<file path="src/rtl/seq_mul_ctrl_if.sv">
// Operand/result bundle between a requester (CPU ALU side) and the
// sequential multiplier.
interface seq_mul_ctrl_if #(
  parameter int unsigned WIDTH = 32
);
  logic               start;
  logic               abort;
  logic [WIDTH-1:0]   a;
  logic [WIDTH-1:0]   b;
  logic               busy;
  logic               done;
  logic [2*WIDTH-1:0] product;

  modport master (
    output start, abort, a, b,
    input  busy, done, product
  );

  modport slave (
    input  start, abort, a, b,
    output busy, done, product
  );
endinterface

</file>
<file path="src/rtl/seq_mul_ctrl.sv">
// Shift-add unsigned multiplier sequencer: one add/shift step per clock,
// WIDTH steps per operation, one-cycle done pulse, result held until replaced.
module seq_mul_ctrl #(
  parameter int unsigned WIDTH = 32
) (
  input  logic          clk,
  input  logic          rst_n,
  seq_mul_ctrl_if.slave bus
);

  localparam int unsigned PW = 2 * WIDTH;
  localparam int unsigned CW = $clog2(WIDTH) + 1;

  typedef enum logic [1:0] {
    S_IDLE = 2'd0,
    S_RUN  = 2'd1,
    S_DONE = 2'd2
  } state_t;

  state_t         state;
  state_t         state_nxt;
  logic [WIDTH-1:0] m_q,   m_d;
  logic [PW-1:0]    p_q,   p_d;
  logic [PW-1:0]    r_q,   r_d;
  logic [CW-1:0]    cnt_q, cnt_d;
  logic             busy_q, busy_d;
  logic             done_q, done_d;
  logic [WIDTH:0]   sum_c;
  logic [PW-1:0]    p_step_c;
  logic             last_step_c;

  // One add/shift step; the adder is WIDTH+1 bits so the carry shifts in.
  always_comb begin
    sum_c       = {1'b0, p_q[PW-1:WIDTH]} + ({1'b0, m_q} & {(WIDTH+1){p_q[0]}});
    p_step_c    = {sum_c, p_q[WIDTH-1:1]};
    last_step_c = (cnt_q == CW'(WIDTH - 1));
  end

  always_ff @(posedge clk or negedge rst_n) begin
    if (!rst_n) state <= S_IDLE;
    else        state <= state_nxt;
  end

  always_comb begin
    state_nxt = state;
    case (state)
      S_IDLE:  if (bus.start && !bus.abort) state_nxt = S_RUN;
      S_RUN: begin
        if (bus.abort)        state_nxt = S_IDLE;
        else if (last_step_c) state_nxt = S_DONE;
      end
      S_DONE:  state_nxt = S_IDLE;
      default: state_nxt = S_IDLE;
    endcase
  end

  // Datapath and flag next values; abort in RUN wins over the step.
  always_comb begin
    m_d    = m_q;
    p_d    = p_q;
    r_d    = r_q;
    cnt_d  = cnt_q;
    busy_d = (state_nxt != S_IDLE);
    done_d = (state_nxt == S_DONE);
    case (state)
      S_IDLE: begin
        if (bus.start && !bus.abort) begin
          m_d   = bus.a;
          p_d   = {{WIDTH{1'b0}}, bus.b};
          cnt_d = '0;
        end
      end
      S_RUN: begin
        if (bus.abort) begin
          r_d = '0;
        end else begin
          p_d   = p_step_c;
          cnt_d = cnt_q + CW'(1);
          if (last_step_c) r_d = p_step_c;
        end
      end
      default: ;
    endcase
  end

  always_ff @(posedge clk or negedge rst_n) begin
    if (!rst_n) begin
      m_q    <= '0;
      p_q    <= '0;
      r_q    <= '0;
      cnt_q  <= '0;
      busy_q <= 1'b0;
      done_q <= 1'b0;
    end else begin
      m_q    <= m_d;
      p_q    <= p_d;
      r_q    <= r_d;
      cnt_q  <= cnt_d;
      busy_q <= busy_d;
      done_q <= done_d;
    end
  end

  assign bus.busy    = busy_q;
  assign bus.done    = done_q;
  assign bus.product = r_q;

endmodule

</file>
<file path="src/flat_wrapper.sv">
// flat-port wrapper written by rule: the top's interface ports become plain ports
module seq_mul_ctrl_flat 
#(
  parameter int unsigned WIDTH = 32
)
  (clk, rst_n, bus_start, bus_abort, bus_a, bus_b, bus_busy, bus_done, bus_product);
  seq_mul_ctrl_if #(.WIDTH(WIDTH)) bus_i ();
  input  logic clk;
  input  logic rst_n;
  input wire logic [$bits(bus_i.start)-1:0] bus_start;
  input wire logic [$bits(bus_i.abort)-1:0] bus_abort;
  input wire logic [$bits(bus_i.a)-1:0] bus_a;
  input wire logic [$bits(bus_i.b)-1:0] bus_b;
  output wire logic [$bits(bus_i.busy)-1:0] bus_busy;
  output wire logic [$bits(bus_i.done)-1:0] bus_done;
  output wire logic [$bits(bus_i.product)-1:0] bus_product;
  assign bus_i.start = bus_start;
  assign bus_i.abort = bus_abort;
  assign bus_i.a = bus_a;
  assign bus_i.b = bus_b;
  assign bus_busy = bus_i.busy;
  assign bus_done = bus_i.done;
  assign bus_product = bus_i.product;
  seq_mul_ctrl #(.WIDTH(WIDTH)) u_core (.clk(clk), .rst_n(rst_n), .bus(bus_i));
endmodule
</file>
<file path="config.mk">
export PLATFORM = sky130hd
export DESIGN_NAME = seq_mul_ctrl_flat
export DESIGN_NICKNAME = d
export VERILOG_FILES = /design/src/rtl/seq_mul_ctrl_if.sv /design/src/rtl/seq_mul_ctrl.sv /design/src/flat_wrapper.sv
export SDC_FILE = /design/constraint.sdc
export NUM_CORES = 1
export LEC_CHECK = 0
export CAP_MARGIN = 20
export CORE_MARGIN = 1.5
export CORE_UTILIZATION = 32
export CTS_BUF_LIST = sky130_fd_sc_hd__clkbuf_2 sky130_fd_sc_hd__clkbuf_4 sky130_fd_sc_hd__clkbuf_8
export DETAILED_ROUTE_END_ITERATION = 8
export SYNTH_ARGS = -nofsm -noshare
export SYNTH_HDL_FRONTEND = slang
export SYNTH_SLANG_ARGS = --single-unit
</file>
<file path="constraint.sdc">
create_clock -name clk -period 8.16 [get_ports clk]
set_clock_uncertainty 0.15 [all_clocks]
set_input_delay 0.816 -clock clk [delete_from_list [all_inputs] [get_ports clk]]
set_output_delay 0.816 -clock clk [all_outputs]
set_load 0.02 [all_outputs]
</file>
After elaboration in Yosys (flattened, before gate mapping)
Index checks and enable logic that the tools add are counted.
{"block": "totals", "reg_bits": 170, "latchBits": 0, "ramBits": 0, "romBits": 0, "in_bits": 68, "output_inout_bits": 66, "word_cells": 36, "mem_count": 0}
{"block": "classes", "addsub": 2, "n_mul": 0, "div_mod_pow": 0, "magnitude_cmp": 0, "n_eq_ne": 5, "n_shift": 0, "muxes": 12, "bitwise_logic": 1, "n_reduce_logical": 9}
{"operator": "$mux W64", "n": 4}
{"operator": "$pmux W64 S2", "n": 1}
{"operator": "$add A32 B33 Y33", "n": 1}
{"operator": "$and A32 B33 Y33", "n": 1}
{"operator": "$mux W6", "n": 2}
{"operator": "$pmux W6 S2", "n": 1}
{"operator": "$add A6 B1 Y6 const B", "n": 1}
{"operator": "$eq A6 B5 Y1 const B", "n": 1}
{"operator": "$mux W2", "n": 3}
{"operator": "$reduce_bool A2 Y1", "n": 3}
{"operator": "$pmux W2 S2", "n": 1}
{"operator": "$reduce_and A2 Y1", "n": 2}
{"operator": "$reduce_and A3 Y1", "n": 1}
{"operator": "$eq A2 B1 Y1 const B", "n": 1}
{"operator": "$eq A2 B2 Y1 const B", "n": 1}
{"operator": "$logic_not A2 Y1", "n": 1}
{"operator": "$ne A2 B1 Y1 const B", "n": 1}
{"operator": "$ne A2 B2 Y1 const B", "n": 1}
{"operator": "$logic_and A1 B1 Y1", "n": 1}
{"operator": "$logic_not A1 Y1", "n": 1}

Depth between registers and ports, before layout
Gate-level depths: netlist (run 1).
{"block": "logic_depth", "depth_word": 5, "depth_mapped": 12, "ltp_nobuf": 12}

Least setup slack after synthesis (run 1)
OpenSTA, ideal clock, no wires.
{"block": "synth_path", "path_kind": "reg-to-reg", "from": "register u_core.p_q[0]", "to": "register u_core.r_q[62] (netlist: u_core.bus.product[62])", "setup_time_ns": 0.069, "t_arrival_ns": 2.879, "t_required_ns": 7.941, "setup_slack_ns": 5.063, "stages_incl_launch_ff": 12, "path_buffers": 1, "cell_sequence": "dfrtp_1 clkbuf_1 and2_1 ha_1 and2_4 a221o_1 o21a_1 a221o_1 a31oi_4 o31ai_2 or4_1 nand3_1"}
{"block": "synth_between", "elab_chain_len": 4}
{"item": "start, declared", "line_no": "seq_mul_ctrl.sv:23", "text": "logic [PW-1:0] p_q, p_d;"}
{"item": "start signal, assigned", "line_no": "seq_mul_ctrl.sv:96", "text": "p_q <= p_d;"}
{"item": "$and A32 B33 Y33", "line_no": "seq_mul_ctrl.sv:34", "text": "sum_c = {1'b0, p_q[PW-1:WIDTH]} + ({1'b0, m_q} & {(WIDTH+1){p_q[0]}});"}
{"item": "$add A32 B33 Y33", "line_no": "seq_mul_ctrl.sv:34"}
{"item": "$mux W64", "line_no": "seq_mul_ctrl.sv:79", "text": "if (last_step_c) r_d = p_step_c;"}
{"item": "$mux W64", "line_no": "seq_mul_ctrl.sv:74", "text": "if (bus.abort) begin"}
{"item": "end signal, assigned", "line_no": "seq_mul_ctrl.sv:97", "text": "r_q <= r_d;"}
{"item": "end, declared", "line_no": "seq_mul_ctrl.sv:24", "text": "logic [PW-1:0] r_q, r_d;"}
No other way between the ends. The select of a mux whose other input is x is not followed.
A chain may end at the register's enable or synchronous reset.

Worst setup path after layout (run 1)
{"block": "layout_path", "from": "register u_core.p_q[0]", "to": "register u_core.r_q[50] (netlist: u_core.bus.product[50])"}
Same word-level chain as after synthesis.

==> impl_metrics.env, run 1 <==
export IMPL_outcome="finished clean"
export IMPL_max_slew_worst_pin_slew_ns=0.943
export IMPL_synth_top_area_share_pct=51.0
export IMPL_critPathKind="reg2reg"
export IMPL_cts_repair_resize_count=0
export IMPL_clk_lat_worst_skew_ns=0.47
export IMPL_critPathMaxFanout=33
export IMPL_instances_no_fill=1213
export IMPL_fp_row_count=58
export IMPL_syn_nets=860
export IMPL_routed_via_count=6182
export IMPL_tritoncts="built"
export IMPL_cts_max_path_buffers=2
export IMPL_synthToLayoutAreaGrowth_pct=24.7
export IMPL_crit_reg2reg_capture="u_core.bus.product[50]"
export IMPL_ys_types=50
export IMPL_cts_clk_slew_worst_paths_ns=0.10
export IMPL_fin_crit_sh_pct=46.1
export IMPL_arrival_ns=3.97
export IMPL_yosysWarningCount=0
export IMPL_worstSetupEndpointType="flop"
export IMPL_worst_hold_path_type="in2async"
export IMPL_htree_levels=4
export IMPL_floorplan_die_width_um=164
export IMPL_fillers=2470
export IMPL_placed_cells_incl_taps=1180
export IMPL_syn_avg_cell_area_um2=11.0
export IMPL_mostFrequentLayoutCells="170 x dfrtp_1, 132 x clkdlybuf4s50_1, 88 x a22o_1, 70 x nand2_1, 61 x o21ai_0"
export IMPL_ys_async_sr_fraction_pct=100
export IMPL_route_detailed_vias_per_inst=5.10
export IMPL_grtUsageTotal_pct=15.6
export IMPL_effective_utilization_at_floorplan_pct=32.8
export IMPL_synth_flop_cell="dfrtp_1"
export IMPL_portBuffers=133
export IMPL_drive_above_1_share_pct=9.85
export IMPL_ant_nets=0
export IMPL_drt_iter0_drc=502
export IMPL_routed_wl_um=20400
export IMPL_netlist_top_cells_area="dfrtp_1 51%, a22o_1 9.2%, ha_1 5.0%, mux2_2 4.3%, mux2i_1 4.0%"
export IMPL_totalNegativeSetupSlack_ns=0
export IMPL_crit_path_start_kind="flop"
export IMPL_power_per_cell_area_mw_per_mm2=229
export IMPL_number_of_remaining_drc_errors=0
export IMPL_reg2regPathDepth=10
export IMPL_relSlewSlack_pct=37.1
export IMPL_diodes=0
export IMPL_grt_antenna_before_repair=0
export IMPL_grt_pass1_wl_um=33300
export IMPL_ys_seq_area_share_pct=51.0
export IMPL_setup_violations=0
export IMPL_finalNetCount=972
export IMPL_synthesis_instances=758
export IMPL_grt_overflow_total=0
export IMPL_hold_violations_final=0
export IMPL_postCtsSetupRepairBufs=0
export IMPL_grt_pass1_vias=6295
export IMPL_fp_coreArea_mm2=0.0254
export IMPL_cts_hold_buffers_added=0
export IMPL_die_height_um=164
export IMPL_placed_inst_area_mm2=0.00998
export IMPL_cts_made_buffers=17
export IMPL_design_area_mm2=0.0104
export IMPL_data_required_critical_path_ns=8.37
export IMPL_dp_hpwl_um=13700
export IMPL_timing_max_cap_violations=0
export IMPL_synth_seq_cells=170
export IMPL_crit_reg2reg_launch="u_core.p_q[0]"
export IMPL_fin_crit_ns=3.76
export IMPL_maxClockFrequency_mhz=266
export IMPL_finalMaxSlewViolations=0
export IMPL_library_cell_occupying_the_most_area_in_the_post_synthesis_netlist="dfrtp_1"
export IMPL_synthesis_area_mm2=0.00833
export IMPL_ff2ff_setup_slack_ns=4.40
export IMPL_irDropWorstVdd_v=0.000103
export IMPL_synth_enable_flop_cells=0
export IMPL_drt_pass1_iter_count=4
export IMPL_avgRoutedWirePerCell_um=16.8
export IMPL_design_die_area_mm2=0.0270
export IMPL_clock_sink_count=170
export IMPL_final_common_cell="dfrtp_1"
export IMPL_place_congestion=0.851
export IMPL_number_of_top_level_design_ports=134
export IMPL_rsz_0062_raised_after_global_routing="false"
export IMPL_root_buffer="clkbuf_8"
export IMPL_grt_start_max_net_pins=113
export IMPL_power_leakage_nw=4.81
-- kinds of logic (layout without fill, tap and decap cells) --
group / after synthesis / after routing / share of synthesized area, %
simple gates: 165 / 165 / 9.65
flops: 170 / 170 / 51.0
fa+ha+maj: 34 / 34 / 5.19
compound gates: 237 / 237 / 20.1
buf+inv: 58 / 183 / 2.64
xor+xnor: 29 / 29 / 3.05
mux: 65 / 65 / 8.29
-- cells in the mapped netlist (all sizes together) (6+ instances only) --
cell type	number
dfrtp	170
a22o	88
nand2	70
o21ai	61
clkbuf	41
a21oi	38
and2	33
ha	33
mux2i	33
mux2	32
nor2	19
a21o	16
xnor2	16
xor2	13
inv	10
nand3	10
nand4	8
buf	7
and3	6
o21bai	6
-- metal layers --
layer | global-route usage [%] | share of wire, % | vias to the layer above
li1 | - | - | 2982
met1 | 22.4 | 50 | 3043
met2 | 23.9 | 44 | 143
met3 | 3.06 | 4.4 | 14
met4 | 4.71 | 1.0 | 0
met5 | 0 | 0 | -
-- worst max-delay path, cell delays in order (launching register included) --
cell and delay (ns):
dfrtp_1 0.97, and2_1 0.24, ha_1 0.27, and2_4 0.18, a221o_1 0.36, o21a_1 0.24
a221o_1 0.41, a21oi_1 0.30, o21ai_0 0.15, xor2_1 0.18, a22o_1 0.19
-- power by group --
part,internal (mW),switching (mW)
Clock,0.228,0.363
Combinational,0.315,0.397
Sequential,0.979,0.101
-- flip-flops by register name, indices dropped and copies added (netlist names) --
register	flops
u_core.p_q	64
u_core.state	2
u_core.bus.busy	1
u_core.bus.done	1
u_core.m_q	32
u_core.cnt_q	6
u_core.bus.product	64
-- area by class of cell --
class / count / area (um2) / share of cell area [%]
clock inverter: 15 / 153 / 1.47
timing repair buffer: 141 / 1410 / 13.6
tap: 330 / 413 / 3.97
sequential: 170 / 4250 / 40.9
multi-input combinational: 530 / 3890 / 37.4
inverter: 10 / 37.5 / 0.361
clock buffer: 17 / 234 / 2.25
-- through the flow --
stage / hold WS (ns) / utilization (%) / power, mW / setup slack [ns]
6_report: 0.142 / 40.9 / 2.38 / 4.40
5_1_grt: 0.157 / 40.9 / 2.55 / 4.19
4_1_cts: 0.359 / 40.8 / 2.42 / 4.38
3_5_place_dp: 0.336 / 39.3 / 1.81 / 4.41
3_3_place_gp: 0.324 / 39.3 / 1.80 / 4.48
2_1_floorplan: 0.305 / - / 1.60 / 5.06
-- worst max-delay path by stage --
stage	start	to	slack [ns]	depth (start not counted)
global route	u_core.p_q[0]	u_core.bus.product[62]	4.19	10
CTS	u_core.p_q[0]	u_core.bus.product[62]	4.38	10
floorplan	u_core.p_q[0]	u_core.bus.product[62]	5.06	11
finish	u_core.p_q[0]	u_core.bus.product[50]	4.40	10
detailed placement	u_core.p_q[0]	u_core.bus.product[62]	4.41	10
global placement	bus_abort	u_core.bus.product[63]	4.48	8
Note: power is estimated with default switching activity, not from simulation.
==> run 2: changes to the inputs <==
==> constraint.sdc (replaced) <==
create_clock -name clk -period 3.7 [get_ports clk]
set_clock_uncertainty 0.15 [all_clocks]
set_input_delay 0.37 -clock clk [delete_from_list [all_inputs] [get_ports clk]]
set_output_delay 0.37 -clock clk [all_outputs]
set_load 0.02 [all_outputs]
==> impl_metrics.env, run 2 (synthesized netlist as in run 1, its figures left out) <==
export IMPL_outcome="finished clean"
export IMPL_crit_buf_inv=0
export IMPL_worstSetupEndpointType="flop"
export IMPL_diodes=0
export IMPL_crit_path_start_kind="flop"
export IMPL_rsz_0062_raised_after_global_routing="false"
export IMPL_avgRoutedWirePerCell_um=16.8
export IMPL_grt_pass1_wl_um=33200
export IMPL_design_area_mm2=0.0105
export IMPL_wl_met3_um=1030
export IMPL_timing_max_cap_violations=0
export IMPL_critical_path_slowest_cell="dfrtp_2"
export IMPL_timing_critical_path_max_delay_family="compound AO/OA/AOI/OAI gates"
export IMPL_dp_hpwl_um=14000
export IMPL_worst_hold_path_type="reg2reg"
export IMPL_relSlewSlack_pct=48.8
export IMPL_grt_start_max_net_pins=82
export IMPL_setup_ws_ns=0.339
export IMPL_power_leakage_nw=4.86
export IMPL_critPathMaxFanout=23
export IMPL_number_of_remaining_drc_errors=0
export IMPL_finalNetCount=975
export IMPL_clock_sink_count=170
export IMPL_grt_antenna_before_repair=0
export IMPL_number_of_top_level_design_ports=134
export IMPL_postCtsSetupRepairBufs=0
export IMPL_effective_utilization_at_floorplan_pct=32.8
export IMPL_irDropWorstVdd_v=0.000249
export IMPL_fin_crit_ns=3.36
export IMPL_critPathKind="reg2reg"
export IMPL_fp_coreArea_mm2=0.0254
export IMPL_wire_length_on_met2_um=9170
export IMPL_tritoncts="built"
export IMPL_floorplan_die_width_um=164
export IMPL_totalNegativeSetupSlack_ns=0
export IMPL_routed_via_count=6158
export IMPL_fillers=2443
export IMPL_arrival_ns=3.62
export IMPL_finalMaxSlewViolations=0
export IMPL_routed_wl_um=20500
export IMPL_grt_pass1_vias=6202
export IMPL_synthToLayoutAreaGrowth_pct=25.9
export IMPL_timing_critical_path_slowest_cell_delay_ns=0.57
export IMPL_ant_nets=0
export IMPL_clk_lat_worst_skew_ns=0.47
export IMPL_fin_crit_sh_pct=90.8
export IMPL_root_buffer="clkbuf_8"
export IMPL_setup_violations=0
export IMPL_share_of_the_core_filled_with_cells_in_the_final_layout_pct=41.3
export IMPL_design_die_area_mm2=0.0270
export IMPL_worstPathCellList="and2_1, ha_1, and2_4, a221o_1, o21a_1, a221o_1, a31oi_4, o31ai_2, or4_1, nand3_1"
export IMPL_portBuffers=133
export IMPL_met1Wirelength_um=9990
export IMPL_whs_ns=0.341
export IMPL_drt_pass1_iter_count=4
export IMPL_final_common_cell="dfrtp_1"
export IMPL_grtUsageTotal_pct=15.6
export IMPL_drt_iter0_drc=385
export IMPL_cts_made_buffers=17
export IMPL_place_congestion=0.872
export IMPL_data_required_critical_path_ns=3.96
export IMPL_worst_setup_slack_post_dpl_ns=0.184
export IMPL_fp_row_count=58
export IMPL_die_height_um=164
export IMPL_top_signal_layer_used="met4"
export IMPL_cts_clk_slew_worst_paths_ns=0.11
export IMPL_timing_critical_path_mode_cell="a221o_1"
export IMPL_cts_max_path_buffers=2
export IMPL_mostFrequentLayoutCells="169 x dfrtp_1, 132 x clkdlybuf4s50_1, 88 x a22o_1, 70 x nand2_1, 61 x o21ai_0"
export IMPL_htree_levels=4
export IMPL_drive_above_1_share_pct=10.2
export IMPL_power_per_cell_area_mw_per_mm2=513
export IMPL_hold_violations_final=0
export IMPL_max_slew_worst_pin_slew_ns=0.768
export IMPL_maxClockFrequency_mhz=298
export IMPL_route_detailed_vias_per_inst=5.06
export IMPL_grt_overflow_total=0
export IMPL_placed_inst_area_mm2=0.0101
run 2: cell count changes in the layout (fill, tap and decap cells not counted), moves of 2 or more:
cell	change
inv_8	+2
clkinv_8	+2
buf_12	+4
clkinvlp_4	-3
inv_6	-2
clkinv_4	-2
inv_12	+3
run 2: final timing paths:
check | end | start | slack, ns | cells after the start
min in group asynchronous | u_core.bus.product[25] | rst_n | 0.35 | 2
max | u_core.bus.product[62] | u_core.p_q[0] | 0.34 | 10
max in group asynchronous | u_core.bus.product[50] | rst_n | 2.07 | 3
min | u_core.bus.product[32] | u_core.bus.product[32] | 0.34 | 2
min reg2reg | u_core.bus.product[32] | u_core.bus.product[32] | 0.34 | 2
max reg2reg | u_core.bus.product[62] | u_core.p_q[0] | 0.34 | 10
run 2: cell type report:
type,instances,area (um2),share of cell area (%)
clock buffers,17,234,2.23
clock inverters,15,199,1.90
inverters,10,37.5,0.358
multi-input cells,530,3890,37.1
flip-flops and latches,170,4260,40.5
well taps,330,413,3.93
repair buffers,144,1470,14.0
run 2: worst reg2reg max path, stage by stage (launching register included):
cell and delay [ns]:
dfrtp_2 0.57, and2_1 0.21, ha_1 0.32, and2_4 0.18, a221o_1 0.35, o21a_1 0.24
a221o_1 0.41, a31oi_4 0.25, o31ai_2 0.11, or4_1 0.40, nand3_1 0.09
run 2: layer usage:
| layer | track usage (%) | vias up |
|---|---|---|
| met3 | 3.42 | 17 |
| met5 | 0 | - |
| met2 | 24.0 | 143 |
| li1 | - | 2997 |
| met4 | 4.14 | 0 |
| met1 | 22.3 | 3001 |
run 2: through the flow:
stage	std cells	total power, mW
floorplan	758	3.53
global placement	1183	3.99
detailed placement	1183	4.01
CTS	1216	5.44
global route	1216	5.73
finish	1216	5.38
run 2: power breakdown:
| group | internal [mW] | leakage (nW) | switching (mW) | total (mW) |
|---|---|---|---|---|
| clock | 0.543 | 0.217 | 0.864 | 1.41 |
| combinational | 0.704 | 2.41 | 0.887 | 1.59 |
| sequential | 2.16 | 2.24 | 0.222 | 2.38 |
| total | 3.41 | 4.86 | 1.97 | 5.38 |
run 2: what timing repair did:
action | in CTS | in global routing
endpoints found under the hold margin | 79 | 0
hold buffers | 1 | 0
gates resized for setup | 0 | 1
setup endpoints to repair | 0 | 10
==> run 3: changes to the inputs <==
--- a/config.mk
+++ b/config.mk
@@ -5,6 +5,7 @@
 export SDC_FILE = /design/constraint.sdc
 export NUM_CORES = 1
 export LEC_CHECK = 0
+export ABC_AREA = 1
 export CAP_MARGIN = 20
 export CORE_MARGIN = 1.5
 export CORE_UTILIZATION = 32
==> impl_metrics.env, run 3 <==
export IMPL_mostFrequentLayoutCells="545 x nand2_1, 184 x inv_1, 170 x dfrtp_1, 132 x clkdlybuf4s50_1, 64 x nand3_1"
export IMPL_effective_utilization_at_floorplan_pct=32.5
export IMPL_cts_clk_slew_worst_paths_ns=0.11
export IMPL_worstSetupEndpointType="flop"
export IMPL_root_buffer="clkbuf_8"
export IMPL_number_of_remaining_drc_errors=0
export IMPL_die_height_um=176
export IMPL_yosysWarningCount=0
export IMPL_postCtsSetupRepairBufs=0
export IMPL_tritoncts="built"
export IMPL_library_cell_occupying_the_most_area_in_the_post_synthesis_netlist="dfrtp_1"
export IMPL_routed_wl_um=24800
export IMPL_syn_nets=1382
export IMPL_portBuffers=133
export IMPL_power_per_cell_area_mw_per_mm2=445
export IMPL_max_slew_worst_pin_slew_ns=0.844
export IMPL_finalNetCount=1504
export IMPL_ant_nets=0
export IMPL_final_common_cell="nand2_1"
export IMPL_holdPathStages=3
export IMPL_p_sw_share_pct=37.4
export IMPL_synth_seq_cells=170
export IMPL_fp_coreArea_mm2=0.0296
export IMPL_grtUsageTotal_pct=16.7
export IMPL_place_congestion=0.892
export IMPL_critPathMaxFanout=18
export IMPL_routed_via_count=8184
export IMPL_cellInternalPower_mw=3.28
export IMPL_hold_end="u_core.m_q[8]"
export IMPL_avgRoutedWirePerCell_um=13.8
export IMPL_diodes=0
export IMPL_synth_top_area_share_pct=44.2
export IMPL_finalMaxSlewViolations=0
export IMPL_yosys_cell_count_top_type="nand2_1"
export IMPL_clock_sink_count=170
export IMPL_fin_crit_ns=2.60
export IMPL_setup_ws_ns=1.10
export IMPL_dp_hpwl_um=18500
export IMPL_floorplan_die_width_um=176
export IMPL_timing_max_cap_violations=0
export IMPL_clk_lat_worst_skew_ns=0.47
export IMPL_cts_repair_resize_count=0
export IMPL_design_die_area_mm2=0.0311
export IMPL_ys_seq_area_share_pct=44.2
export IMPL_htree_levels=4
export IMPL_route_detailed_vias_per_inst=4.53
export IMPL_totalNegativeSetupSlack_ns=0
export IMPL_grt_start_max_net_pins=84
export IMPL_comb_power_share_pct=29.3
export IMPL_arrival_ns=2.80
export IMPL_synthesis_area_mm2=0.00962
export IMPL_setup_violations=0
export IMPL_number_of_top_level_design_ports=134
export IMPL_reg2regPathDepth=15
export IMPL_ys_types=41
export IMPL_worstHoldStart="bus_a[8]"
export IMPL_data_required_critical_path_ns=3.90
export IMPL_maxClockFrequency_mhz=385
export IMPL_fin_crit_sh_pct=70.1
export IMPL_grt_overflow_total=0
export IMPL_power_net_switching_mw=1.96
export IMPL_worst_hold_path_type="in2reg"
export IMPL_drt_iter0_drc=564
export IMPL_synth_cells_most_frequent="545 x nand2_1, 184 x inv_1, 170 x dfrtp_1"
export IMPL_crit_reg2reg_launch="u_core.p_q[0]"
export IMPL_crit_reg2reg_capture="u_core.bus.product[54]"
export IMPL_netlist_top_cells_area="dfrtp_1 44%, nand2_1 21%, inv_1 7.2%, ha_1 4.3%, o211ai_2 3.6%"
export IMPL_cts_hold_buffers_added=1
export IMPL_synthToLayoutAreaGrowth_pct=22.2
export IMPL_crit_path_start_kind="flop"
export IMPL_critPathKind="reg2reg"
export IMPL_hold_violations_final=0
export IMPL_grt_pass1_vias=8046
export IMPL_outcome="finished clean"
export IMPL_share_clk_of_total_power_pct=27.3
export IMPL_power_share_sequential_pct=43.4
export IMPL_worst_setup_slack_post_dpl_ns=0.995
export IMPL_fp_row_count=63
export IMPL_ff2ff_setup_slack_ns=1.10
export IMPL_relSlewSlack_pct=43.5
export IMPL_synth_enable_flop_cells=0
export IMPL_power_leakage_nw=6.30
export IMPL_synth_flop_cell="dfrtp_1"
export IMPL_ys_async_sr_fraction_pct=100
export IMPL_drive_above_1_share_pct=8.13
export IMPL_rsz_0062_raised_after_global_routing="false"
export IMPL_cts_made_buffers=17
export IMPL_fillers=3188
export IMPL_drt_pass1_iter_count=5
export IMPL_grt_pass1_wl_um=41300
export IMPL_grt_antenna_before_repair=0
export IMPL_synthesis_instances=1280
export IMPL_cts_max_path_buffers=2
export IMPL_irDropWorstVdd_v=0.000185
export IMPL_syn_avg_cell_area_um2=7.52
-- run 3: cell families after synthesis --
kind of cell	count (synthesis)	synth area share, %
AND/OR/NAND/NOR	685	28.6
buffers and inverters	231	10.2
flip-flops	170	44.2
AO/OA/AOI/OAI	146	11.2
adder cells (fa/ha/maj)	34	4.50
XOR/XNOR	14	1.27
-- run 3: layer usage --
metal | track usage [%] | up-vias | part of all wire, %
li1 | - | 4214 | -
met1 | 23.6 | 3802 | 50
met2 | 26.6 | 150 | 45
met3 | 2.78 | 18 | 4.0
met4 | 4.06 | 0 | 1.1
met5 | 0 | - | 0
-- run 3: critical path, stage by stage, from the launching register on --
cell	delay, ns
dfrtp_1	0.46
buf_4	0.23
nand2_1	0.07
inv_1	0.05
ha_1	0.35
nand2_1	0.14
nor2_1	0.18
nand3_1	0.09
nand2_1	0.14
nand2_1	0.10
nand2_2	0.13
nand2_1	0.11
nand2_1	0.07
nand2_1	0.06
nand3_1	0.08
nand2_1	0.06
-- run 3: stage by stage --
step | hold WS (ns) | cells | utilization [%] | instance area, um2 | power, mW
finish | 0.269 | 1805 | 39.7 | 11800 | 5.23
global route | 0.238 | 1805 | 39.7 | 11800 | 5.62
CTS | 0.228 | 1805 | 39.7 | 11800 | 5.31
detailed placement | 0.315 | 1772 | 38.2 | 11300 | 3.86
global placement | 0.312 | 1772 | 38.2 | 11300 | 3.84
floorplan | -0.0756 | 1280 | - | 9620 | 3.42
-- run 3: worst max-delay path by stage --
stage	from	endpoint	cells past startpoint
2_1_floorplan	u_core.p_q[0]	u_core.bus.product[47]	17
3_3_place_gp	bus_abort	u_core.cnt_q[4]	10
3_5_place_dp	bus_abort	u_core.cnt_q[4]	10
4_1_cts	u_core.p_q[0]	u_core.bus.product[54]	15
5_1_grt	u_core.p_q[0]	u_core.bus.product[54]	15
6_report	u_core.p_q[0]	u_core.bus.product[54]	15
-- run 3: final cells by class --
type                    instances  area [um2]  area share (%)
flip-flops and latches        170        4250            36.2
clock buffers                  17         234            1.99
inverters                     189         717            6.10
repair buffers                145        1460            12.4
well taps                     390         488            4.15
clock inverters                15         201            1.71
multi-input cells             879        4400            37.4
-- run 3: power by group through the flow --
stage	registers (mW)	logic [mW]	clock network [mW]
after floorplan	2.27	1.14	0
after global placement	2.30	1.54	0
after detailed placement	2.31	1.55	0
after CTS	2.27	1.56	1.48
after global routing	2.31	1.77	1.55
final	2.27	1.53	1.43
